$ cat config.mk
export PLATFORM = sky130hd
export DESIGN_NAME = fft_peak_finder
export DESIGN_NICKNAME = d
export VERILOG_FILES = /design/src/rtl/fft_pkg.sv /design/src/rtl/cplx_mag_sq.sv /design/src/rtl/fft_peak_finder.sv
export SDC_FILE = /design/constraint.sdc
export NUM_CORES = 2
export LEC_CHECK = 0
export BUFFER_PORTS_ARGS = -buffer_cell sky130_fd_sc_hd__buf_2
export CAP_MARGIN = 20
export CORE_ASPECT_RATIO = 2
export CORE_MARGIN = 3
export CORE_UTILIZATION = 59
export CTS_CLUSTER_DIAMETER = 40
export DETAILED_ROUTE_END_ITERATION = 8
export PLACE_DENSITY_LB_ADDON = 0.3
export SETUP_SLACK_MARGIN = 0.05
export SYNTH_ARGS = -nofsm -noshare
export SYNTH_HDL_FRONTEND = slang
export SYNTH_HIERARCHICAL = 1
export SYNTH_SLANG_ARGS = --single-unit
$ cat constraint.sdc
create_clock -name aclk -period 3.9 [get_ports aclk]
set_clock_uncertainty 0.1 [all_clocks]
set_input_delay 0 -clock aclk [delete_from_list [all_inputs] [get_ports aclk]]
set_output_delay 0 -clock aclk [all_outputs]
set_load 0.1 [all_outputs]
$ cat src/rtl/fft_pkg.sv
// rtl/fft_pkg.sv - shared constants, result field layout and FSM states for the FFT peak finder
package fft_pkg;

  localparam int NFFT_LOG2_DEF = 10;

  localparam int RES_IDX_LSB  = 0;
  localparam int RES_PWR_LSB  = 16;
  localparam int RES_LEN_ERR  = 63;

  typedef enum logic [1:0] {
    ST_ACC   = 2'd0,
    ST_DRAIN = 2'd1,
    ST_OUT   = 2'd2
  } state_t;

endpackage

$ cat src/rtl/cplx_mag_sq.sv
// rtl/cplx_mag_sq.sv - registered re^2/im^2 stage with combinational unsigned sum
module cplx_mag_sq (
  input  logic               i_clk,
  input  logic               i_rst_n,
  input  logic               i_valid,
  input  logic signed [15:0] i_re,
  input  logic signed [15:0] i_im,
  output logic               o_valid,
  output logic [31:0]        o_power
);

  logic signed [31:0] w_re_sq;
  logic signed [31:0] w_im_sq;
  logic [31:0]        r_re_sq;
  logic [31:0]        r_im_sq;
  logic               r_valid;

  assign w_re_sq = i_re * i_re;
  assign w_im_sq = i_im * i_im;

  always_ff @(posedge i_clk or negedge i_rst_n) begin
    if (!i_rst_n) begin
      r_re_sq <= '0;
      r_im_sq <= '0;
      r_valid <= 1'b0;
    end else begin
      r_valid <= i_valid;
      if (i_valid) begin
        r_re_sq <= w_re_sq;
        r_im_sq <= w_im_sq;
      end
    end
  end

  // Each square is at most 2^30, so the 32-bit unsigned sum cannot wrap.
  assign o_power = r_re_sq + r_im_sq;
  assign o_valid = r_valid;

endmodule

$ cat src/rtl/fft_peak_finder.sv
// rtl/fft_peak_finder.sv - per-frame |X[k]|^2 peak search with frame-length check
module fft_peak_finder
  import fft_pkg::*;
#(
  parameter int NFFT_LOG2 = NFFT_LOG2_DEF,
  parameter bit SKIP_DC   = 1'b1
) (
  input  logic        aclk,
  input  logic        aresetn,
  input  logic [31:0] s_axis_tdata,
  input  logic [15:0] s_axis_tuser,
  input  logic        s_axis_tvalid,
  output logic        s_axis_tready,
  input  logic        s_axis_tlast,
  output logic [63:0] m_axis_peak_tdata,
  output logic        m_axis_peak_tvalid,
  input  logic        m_axis_peak_tready
);

  localparam int CNT_W = NFFT_LOG2 + 2;
  localparam logic [CNT_W-1:0] CNT_FULL = CNT_W'(2 ** NFFT_LOG2);
  localparam logic [CNT_W-1:0] CNT_SAT  = CNT_W'(2 ** NFFT_LOG2 + 1);

  state_t r_state;
  state_t w_state_nxt;
  logic   r_run;
  logic   r_drain;
  logic   w_tready;
  logic   w_mvalid;
  logic   w_load_res;

  logic                 w_s_hs;
  logic                 w_m_hs;
  logic [NFFT_LOG2-1:0] w_idx;
  logic                 w_elig;
  logic                 w_unused_tuser;

  logic                 w_pwr_valid;
  logic [31:0]          w_pwr;
  logic [NFFT_LOG2-1:0] r_s1_idx;
  logic                 r_s1_elig;
  logic                 w_take;

  logic                 r_have;
  logic [31:0]          r_max_pwr;
  logic [NFFT_LOG2-1:0] r_max_idx;
  logic [CNT_W-1:0]     r_cnt;
  logic [CNT_W-1:0]     w_cnt_inc;
  logic                 r_len_err;
  logic [63:0]          r_res;

  assign w_s_hs         = s_axis_tvalid & w_tready;
  assign w_m_hs         = w_mvalid & m_axis_peak_tready;
  assign w_idx          = s_axis_tuser[NFFT_LOG2-1:0];
  assign w_elig         = !(SKIP_DC && (w_idx == '0));
  assign w_unused_tuser = ^s_axis_tuser;

  cplx_mag_sq u_mag (
    .i_clk   (aclk),
    .i_rst_n (aresetn),
    .i_valid (w_s_hs),
    .i_re    (s_axis_tdata[15:0]),
    .i_im    (s_axis_tdata[31:16]),
    .o_valid (w_pwr_valid),
    .o_power (w_pwr)
  );

  // Bin index and eligibility ride alongside the squares stage.
  always_ff @(posedge aclk or negedge aresetn) begin
    if (!aresetn) begin
      r_s1_idx  <= '0;
      r_s1_elig <= 1'b0;
    end else begin
      r_s1_elig <= w_s_hs & w_elig;
      if (w_s_hs) r_s1_idx <= w_idx;
    end
  end

  assign w_take = w_pwr_valid & r_s1_elig & (!r_have | (w_pwr > r_max_pwr));

  always_ff @(posedge aclk or negedge aresetn) begin
    if (!aresetn) begin
      r_have    <= 1'b0;
      r_max_pwr <= '0;
      r_max_idx <= '0;
    end else if (w_m_hs) begin
      r_have    <= 1'b0;
      r_max_pwr <= '0;
      r_max_idx <= '0;
    end else if (w_take) begin
      r_have    <= 1'b1;
      r_max_pwr <= w_pwr;
      r_max_idx <= r_s1_idx;
    end
  end

  assign w_cnt_inc = (r_cnt == CNT_SAT) ? r_cnt : r_cnt + 1'b1;

  always_ff @(posedge aclk or negedge aresetn) begin
    if (!aresetn) begin
      r_cnt     <= '0;
      r_len_err <= 1'b0;
    end else begin
      if (w_m_hs) r_cnt <= '0;
      else if (w_s_hs) r_cnt <= w_cnt_inc;
      if (w_s_hs && s_axis_tlast) r_len_err <= (w_cnt_inc != CNT_FULL);
    end
  end

  always_ff @(posedge aclk or negedge aresetn) begin
    if (!aresetn) begin
      r_res <= '0;
    end else if (w_load_res) begin
      r_res                                <= '0;
      r_res[RES_IDX_LSB +: NFFT_LOG2]      <= r_max_idx;
      r_res[RES_PWR_LSB +: 32]             <= r_max_pwr;
      r_res[RES_LEN_ERR]                   <= r_len_err;
    end
  end

  // r_run holds tready low until the first edge after reset release.
  always_ff @(posedge aclk or negedge aresetn) begin
    if (!aresetn) begin
      r_state <= ST_ACC;
      r_run   <= 1'b0;
      r_drain <= 1'b0;
    end else begin
      r_state <= w_state_nxt;
      r_run   <= 1'b1;
      r_drain <= (r_state == ST_DRAIN) ? ~r_drain : 1'b0;
    end
  end

  always_comb begin
    w_state_nxt = r_state;
    w_tready    = 1'b0;
    w_mvalid    = 1'b0;
    w_load_res  = 1'b0;
    case (r_state)
      ST_ACC: begin
        w_tready = r_run;
        if (s_axis_tvalid && r_run && s_axis_tlast) w_state_nxt = ST_DRAIN;
      end
      ST_DRAIN: begin
        if (r_drain) begin
          w_state_nxt = ST_OUT;
          w_load_res  = 1'b1;
        end
      end
      ST_OUT: begin
        w_mvalid = 1'b1;
        if (m_axis_peak_tready) w_state_nxt = ST_ACC;
      end
      default: w_state_nxt = ST_ACC;
    endcase
  end

  assign s_axis_tready      = w_tready;
  assign m_axis_peak_tvalid = w_mvalid;
  assign m_axis_peak_tdata  = r_res;

endmodule

Yosys cells after proc, flatten, opt, wreduce, memory -nomap -nowiden
Cells that the tools add are included.
- add/sub/neg operators: 2
- $mul: 2
- $lt $le $gt $ge: 1
- equal/unequal tests: 7
- muxes and demuxes: 18
- bitwise gates (word level): 7
- reductions and logical operators: 10
- operator list (cell ; count):
    16-bit by 16-bit multiplier with 32-bit output ; 2
    32-bit 2-to-1 mux ; 2
    12-bit 2-to-1 mux ; 3
    32-bit adder ; 1
    32-bit > comparator ; 1
    10-bit 2-to-1 mux ; 2
    12-bit by 1-bit adder with 12-bit output (second input constant) ; 1
    12-bit by 11-bit equality test with 1-bit output (second input constant) ; 1
    12-bit by 11-bit != test with 1-bit output (second input constant) ; 1
    10-bit zero test ; 1
    1-bit 2-to-1 mux ; 7
    2-bit 2-to-1 mux ; 3
    2-bit != test (second input constant) ; 3
    2-bit case mux with 3 select lines ; 1
    1-bit bitwise AND ; 5
    2-bit nonzero test ; 2
    1-bit logical AND ; 3
    3-bit AND reduction ; 1
    2-bit by 1-bit equality test with 1-bit output (second input constant) ; 1
    2-bit equality test (second input constant) ; 1
    1-bit zero test ; 2
    2-bit zero test ; 1
    1-bit inverter ; 1
    1-bit OR ; 1
- flip-flop bits (word level): 179
- input bits: 53
- output and inout bits: 66
- logic and storage cells: 61

Longest topological paths before layout
- word-level depth: 6
- gate-level depth with buffers: 26

Hierarchy
The synthesis kept the hierarchy.
- modules (own cells, without submodules) (module ; times used ; cells an instance ; area an instance (µm²) ; sequential area each (µm²)):
    cplx_mag_sq ; 1 ; 2286 ; 21302.9 ; 1576.5
    fft_peak_finder ; 1 ; 632 ; 5920.7 ; 2852.7

Least setup slack after synthesis
Ideal clock, no wire load.
- path kind: input to register
- start point: input port s_axis_tdata[5]
- end point: register u_mag.r_re_sq[31]
- arrival time: 5.757 ns
- data required time: 3.663 ns
- setup slack: -2.094 ns
- stages: 22
- buffers on the path: 2
- path through: clkbuf_1 -> clkbuf_1 -> nand2_1 -> fa_1 -> inv_1 -> fa_1 -> fa_1 -> fa_1 -> fa_1 -> inv_1 -> fa_1 -> inv_1 -> ha_1 -> and2_1 -> nand2_1 -> nor3_1 -> a211o_1 -> a21o_1 -> a211o_1 -> o31a_1 -> xnor2_1 -> a21oi_1
- longest elaborated chain between the ends: 1
- ends and longest elaborated chain (item ; RTL line ; text):
    start, declared ; fft_peak_finder.sv:10 ; input logic [31:0] s_axis_tdata,
    16-bit by 16-bit multiplier with 32-bit output ; cplx_mag_sq.sv:18 ; assign w_re_sq = i_re * i_re;
    end signal, assigned ; cplx_mag_sq.sv:29 ; r_re_sq <= w_re_sq;
    end, declared ; cplx_mag_sq.sv:14 ; logic [31:0] r_re_sq;
Every way passes these cells.
A chain may end at the register's enable or synchronous reset.

Final worst setup path
- start point: input port s_axis_tdata[8]
- end point: register u_mag.r_re_sq[29]
The elaborated chain is that of the path after synthesis.

==> impl_results.md <==
* Failing checks: negative setup slack
* EDFF count, synth at 0
* Final WL at 91100 um
* CP Class: input port to flop
* Slowest stage delay, CP at 0.58 ns
* DP Area at 32200 um2
* Gr usage total at 33.3%
* Die ar. at 48900 um2
* Syn-to-layout area delta at 34.3%
* # fillers at 2472
* DP HPWL at 59800 um
* Synthesized area at 27200 um2
* FF-to-FF End: r_max_pwr[28]
* Setup TNS at -85.68 ns
* Starting Density at 60.1%
* Post-synthesis sequential area ratio at 16.3%
* Cell Rows at 110
* Seq. cell area at 4430 um2
* Worst min path class: input port to flop
* Die height at 310 um
* IO Port Bufs at 91
* Part of the cycle the worst path needs at 142%
* WHS at 0.0250 ns
* Top delay family on crit path: adder cells
* CP Cell Sequence: buf_12 -> buf_12 -> nand2_1 -> inv_1 -> fa_1 -> inv_1 -> fa_1 -> fa_1 -> inv_1 -> fa_2 -> fa_1 -> inv_1 -> fa_1 -> inv_1 -> ha_2 -> o211ai_1 -> o21ai_4 -> o311a_1 -> a21o_1 -> a211o_1 -> buf_4 -> xor2_1 -> mux2_4
* Cell area after layout at 36600 um2
* WP buf/inv at 8
* 1st-iter DRT viols at 1554
* Reg2Reg Launch Point: u_mag/r_re_sq[9]
* Slew margin rel. at 29.9%
* Layout cell share with drive strength beyond 1 at 35.1%
* Crit Path Max Fanout at 4
* #FFs+latches synth at 177
* Yosys warns at 6
* First-pass GRT wire length at 128000 um
* I/O pin total at 119
* Antenna violations before repair at 2
* Routability Congestion at 0.959
* Residual DRC at 0
* Hold Vio Cnt, Final at 0
* CTS Buffer Depth at 2
* Synth cell types at 76
* Slew Limit Fails at 0
* R2r setup slk at -0.88 ns
* WP data arrival at 5.77 ns
* Final setup viols at 91
* Root buffer cell: clkbuf_16
* Asr flop ratio synth at 100%
* Status: finished, violations left
* Clock sinks at 177
* Largest net degree at the start of global routing at 108
* Slowest-stage cell, CP: fa_1
* Max-cap violations at 0
* Via density at 5.87
* Syn Area/Cell at 9.33 um2
* F_max at 0.181 GHz
* Mapped Cells at 2918
* Final net count at 4305
* Pre-Repair DR Iteration Count at 6
* CTS clk-pin slew, worst paths at 0.08 ns
* Core Area at 45300 um2
* Total CTS buffers at 17
* Htree depth at 4
* HP Start: s_axis_tdata[16]
* Hold path cells at 3
* Worst setup margin at -1.63 ns
* DP Worst Slack at -2.17 ns
* Worst setup SP type: input port
* WL/cell at 22.2 um
* Hold endpoint: u_mag/r_im_sq[0]
* Req. time, crit path at 4.13 ns
* Die Span X at 158 um
* Most used DFF post-synth: dfrtp_1
* Minimum clock period at 5.53 ns
* RSZ-0062 raised after global routing: yes
* Worst Setup End Kind: flop
* Clock Latency Late Sink at 0.45 ns
* R2R depth at 18
* Worst Max-Slew Pin Slew at 1.05 ns
* Gr ovfl total at 0
* CTS tree: yes
* Vias in the first global route at 26.4k
* Multi-input gate area at 22100 um2
* Antenna-violating nets left at 0
* Via count at 24.2k
==> placed cells by master, fill, tap and decap left out, types with 52 or more instances in the layout <==
cell type / instances
inv_1: 643
a21oi_2: 57
dfrtp_1: 175
fa_1: 439
xnor2_1: 70
and2_1: 64
ha_1: 186
buf_2: 62
nor2_1: 85
buf_4: 493
o21ai_0: 61
a21oi_1: 53
o21ai_2: 56
buf_6: 68
nand2_1: 228
mux2_2: 52
==> worst reg2reg max path: stages (launching register included) <==
cell and delay, ns:
dfrtp_2 0.46, ha_4 0.28, a21o_1 0.22, a21oi_2 0.22, a2bb2oi_2 0.21, buf_4 0.15, o21bai_4 0.09, and2_4 0.15
buf_4 0.13, nor2_1 0.48, ha_1 0.36, buf_4 0.15, a21oi_1 0.15, o21ai_0 0.19, a21oi_1 0.43, a31o_2 0.31
buf_12 0.24, nand3_1 0.14, a21oi_1 0.21
==> final cells by class <==
type | instances | share of cell area (%)
timing repair buffer | 703 | 16.7
tap | 560 | 1.92
clock buffer | 17 | 1.16
sequential | 177 | 12.1
inverter | 690 | 7.11
multi-input combinational | 1951 | 60.5
clock inverter | 15 | 0.517
antenna | 1 | 0.00684
==> flip-flops by register name, summed over array words and instances, names as in the netlist, 2 cells and up <==
signal             count
u_mag/r_re_sq         31
r_max_pwr             32
r_s1_idx              10
m_axis_peak_tdata     43
r_state                2
u_mag/r_im_sq         31
r_cnt                 12
r_max_idx             10
==> layer usage <==
metal | share of wire [%] | global-route usage (%) | wire (um) | up-vias
li1 | - | - | - | 10200
met1 | 30 | 32.3 | 27500 | 12100
met2 | 54 | 64.9 | 48800 | 1223
met3 | 5.7 | 3.27 | 5180 | 629
met4 | 11 | 21.8 | 9630 | 4
met5 | 0.037 | 0 | 34 | -
==> how the worst max path moves through the flow <==
stage | start | end | slack [ns] | depth (start not counted)
5_1_grt | s_axis_tdata[8] | u_mag/r_re_sq[31] | -1.78 | 26
2_1_floorplan | s_axis_tdata[5] | u_mag/r_re_sq[31] | -1.61 | 22
4_1_cts | s_axis_tdata[8] | u_mag/r_re_sq[31] | -1.50 | 22
3_3_place_gp | s_axis_tdata[2] | u_mag/r_re_sq[31] | -2.03 | 22
3_5_place_dp | s_axis_tdata[8] | u_mag/r_re_sq[31] | -2.17 | 22
6_report | s_axis_tdata[8] | u_mag/r_re_sq[29] | -1.63 | 23
==> Yosys cell counts, drive strengths merged, types with 11 or more instances <==
library cell	count	area (um2)
nand2	267	1000
nand3	67	335
mux2	53	597
nor2b	15	93.8
xor2	24	210
ha	244	3050
o211ai	11	87.6
a21oi	120	634
a21o	26	195
clkbuf	74	284
inv	690	2590
nor2	109	409
and2	91	569
xnor2	86	753
fa	468	9370
nand2b	11	68.8
buf	45	314
o21ai	137	686
a211oi	19	143
o21a	18	135
and3	13	81.3
dfrtp	177	4430
nor3	25	130
nand4	15	115
o21bai	13	97.6
a31o	11	96.3
==> metrics by stage <==
| stage | instances | util, % |
|---|---|---|
| floorplan | 2938 | - |
| CTS | 4075 | 77.5 |
| finish | 4114 | 80.8 |
| detailed placement | 3954 | 71.2 |
| global placement | 3954 | 71.2 |
| global route | 4113 | 80.8 |
==> kinds of logic (layout without fill, tap and decap cells) <==
| kind of cell | count (synthesis) | after routing | synth area share [%] |
|---|---|---|---|
| other | 2 | 23 | 0.0276 |
| AO/OA/AOI/OAI | 406 | 406 | 9.25 |
| AND/OR/NAND/NOR | 644 | 644 | 11.2 |
| multiplexers | 57 | 57 | 2.34 |
| XOR/XNOR | 110 | 110 | 3.54 |
| adder cells (fa/ha/maj) | 712 | 712 | 45.6 |
| flip-flops | 177 | 177 | 16.3 |
| buffers and inverters | 810 | 1425 | 11.7 |
==> what timing repair did <==
item | CTS | global route
pin swaps | 234 | 167
hold endpoints to repair | 122 | 0
setup buffers | 59 | 39
setup endpoints to repair | 92 | 92
cloned | 7 | 9
hold buffers | 24 | 0
gates resized for setup | 374 | 247
Power is left out: the tool's default activity adds up to more than one toggle a clock period on the data nets, which glitch-free logic cannot reach.
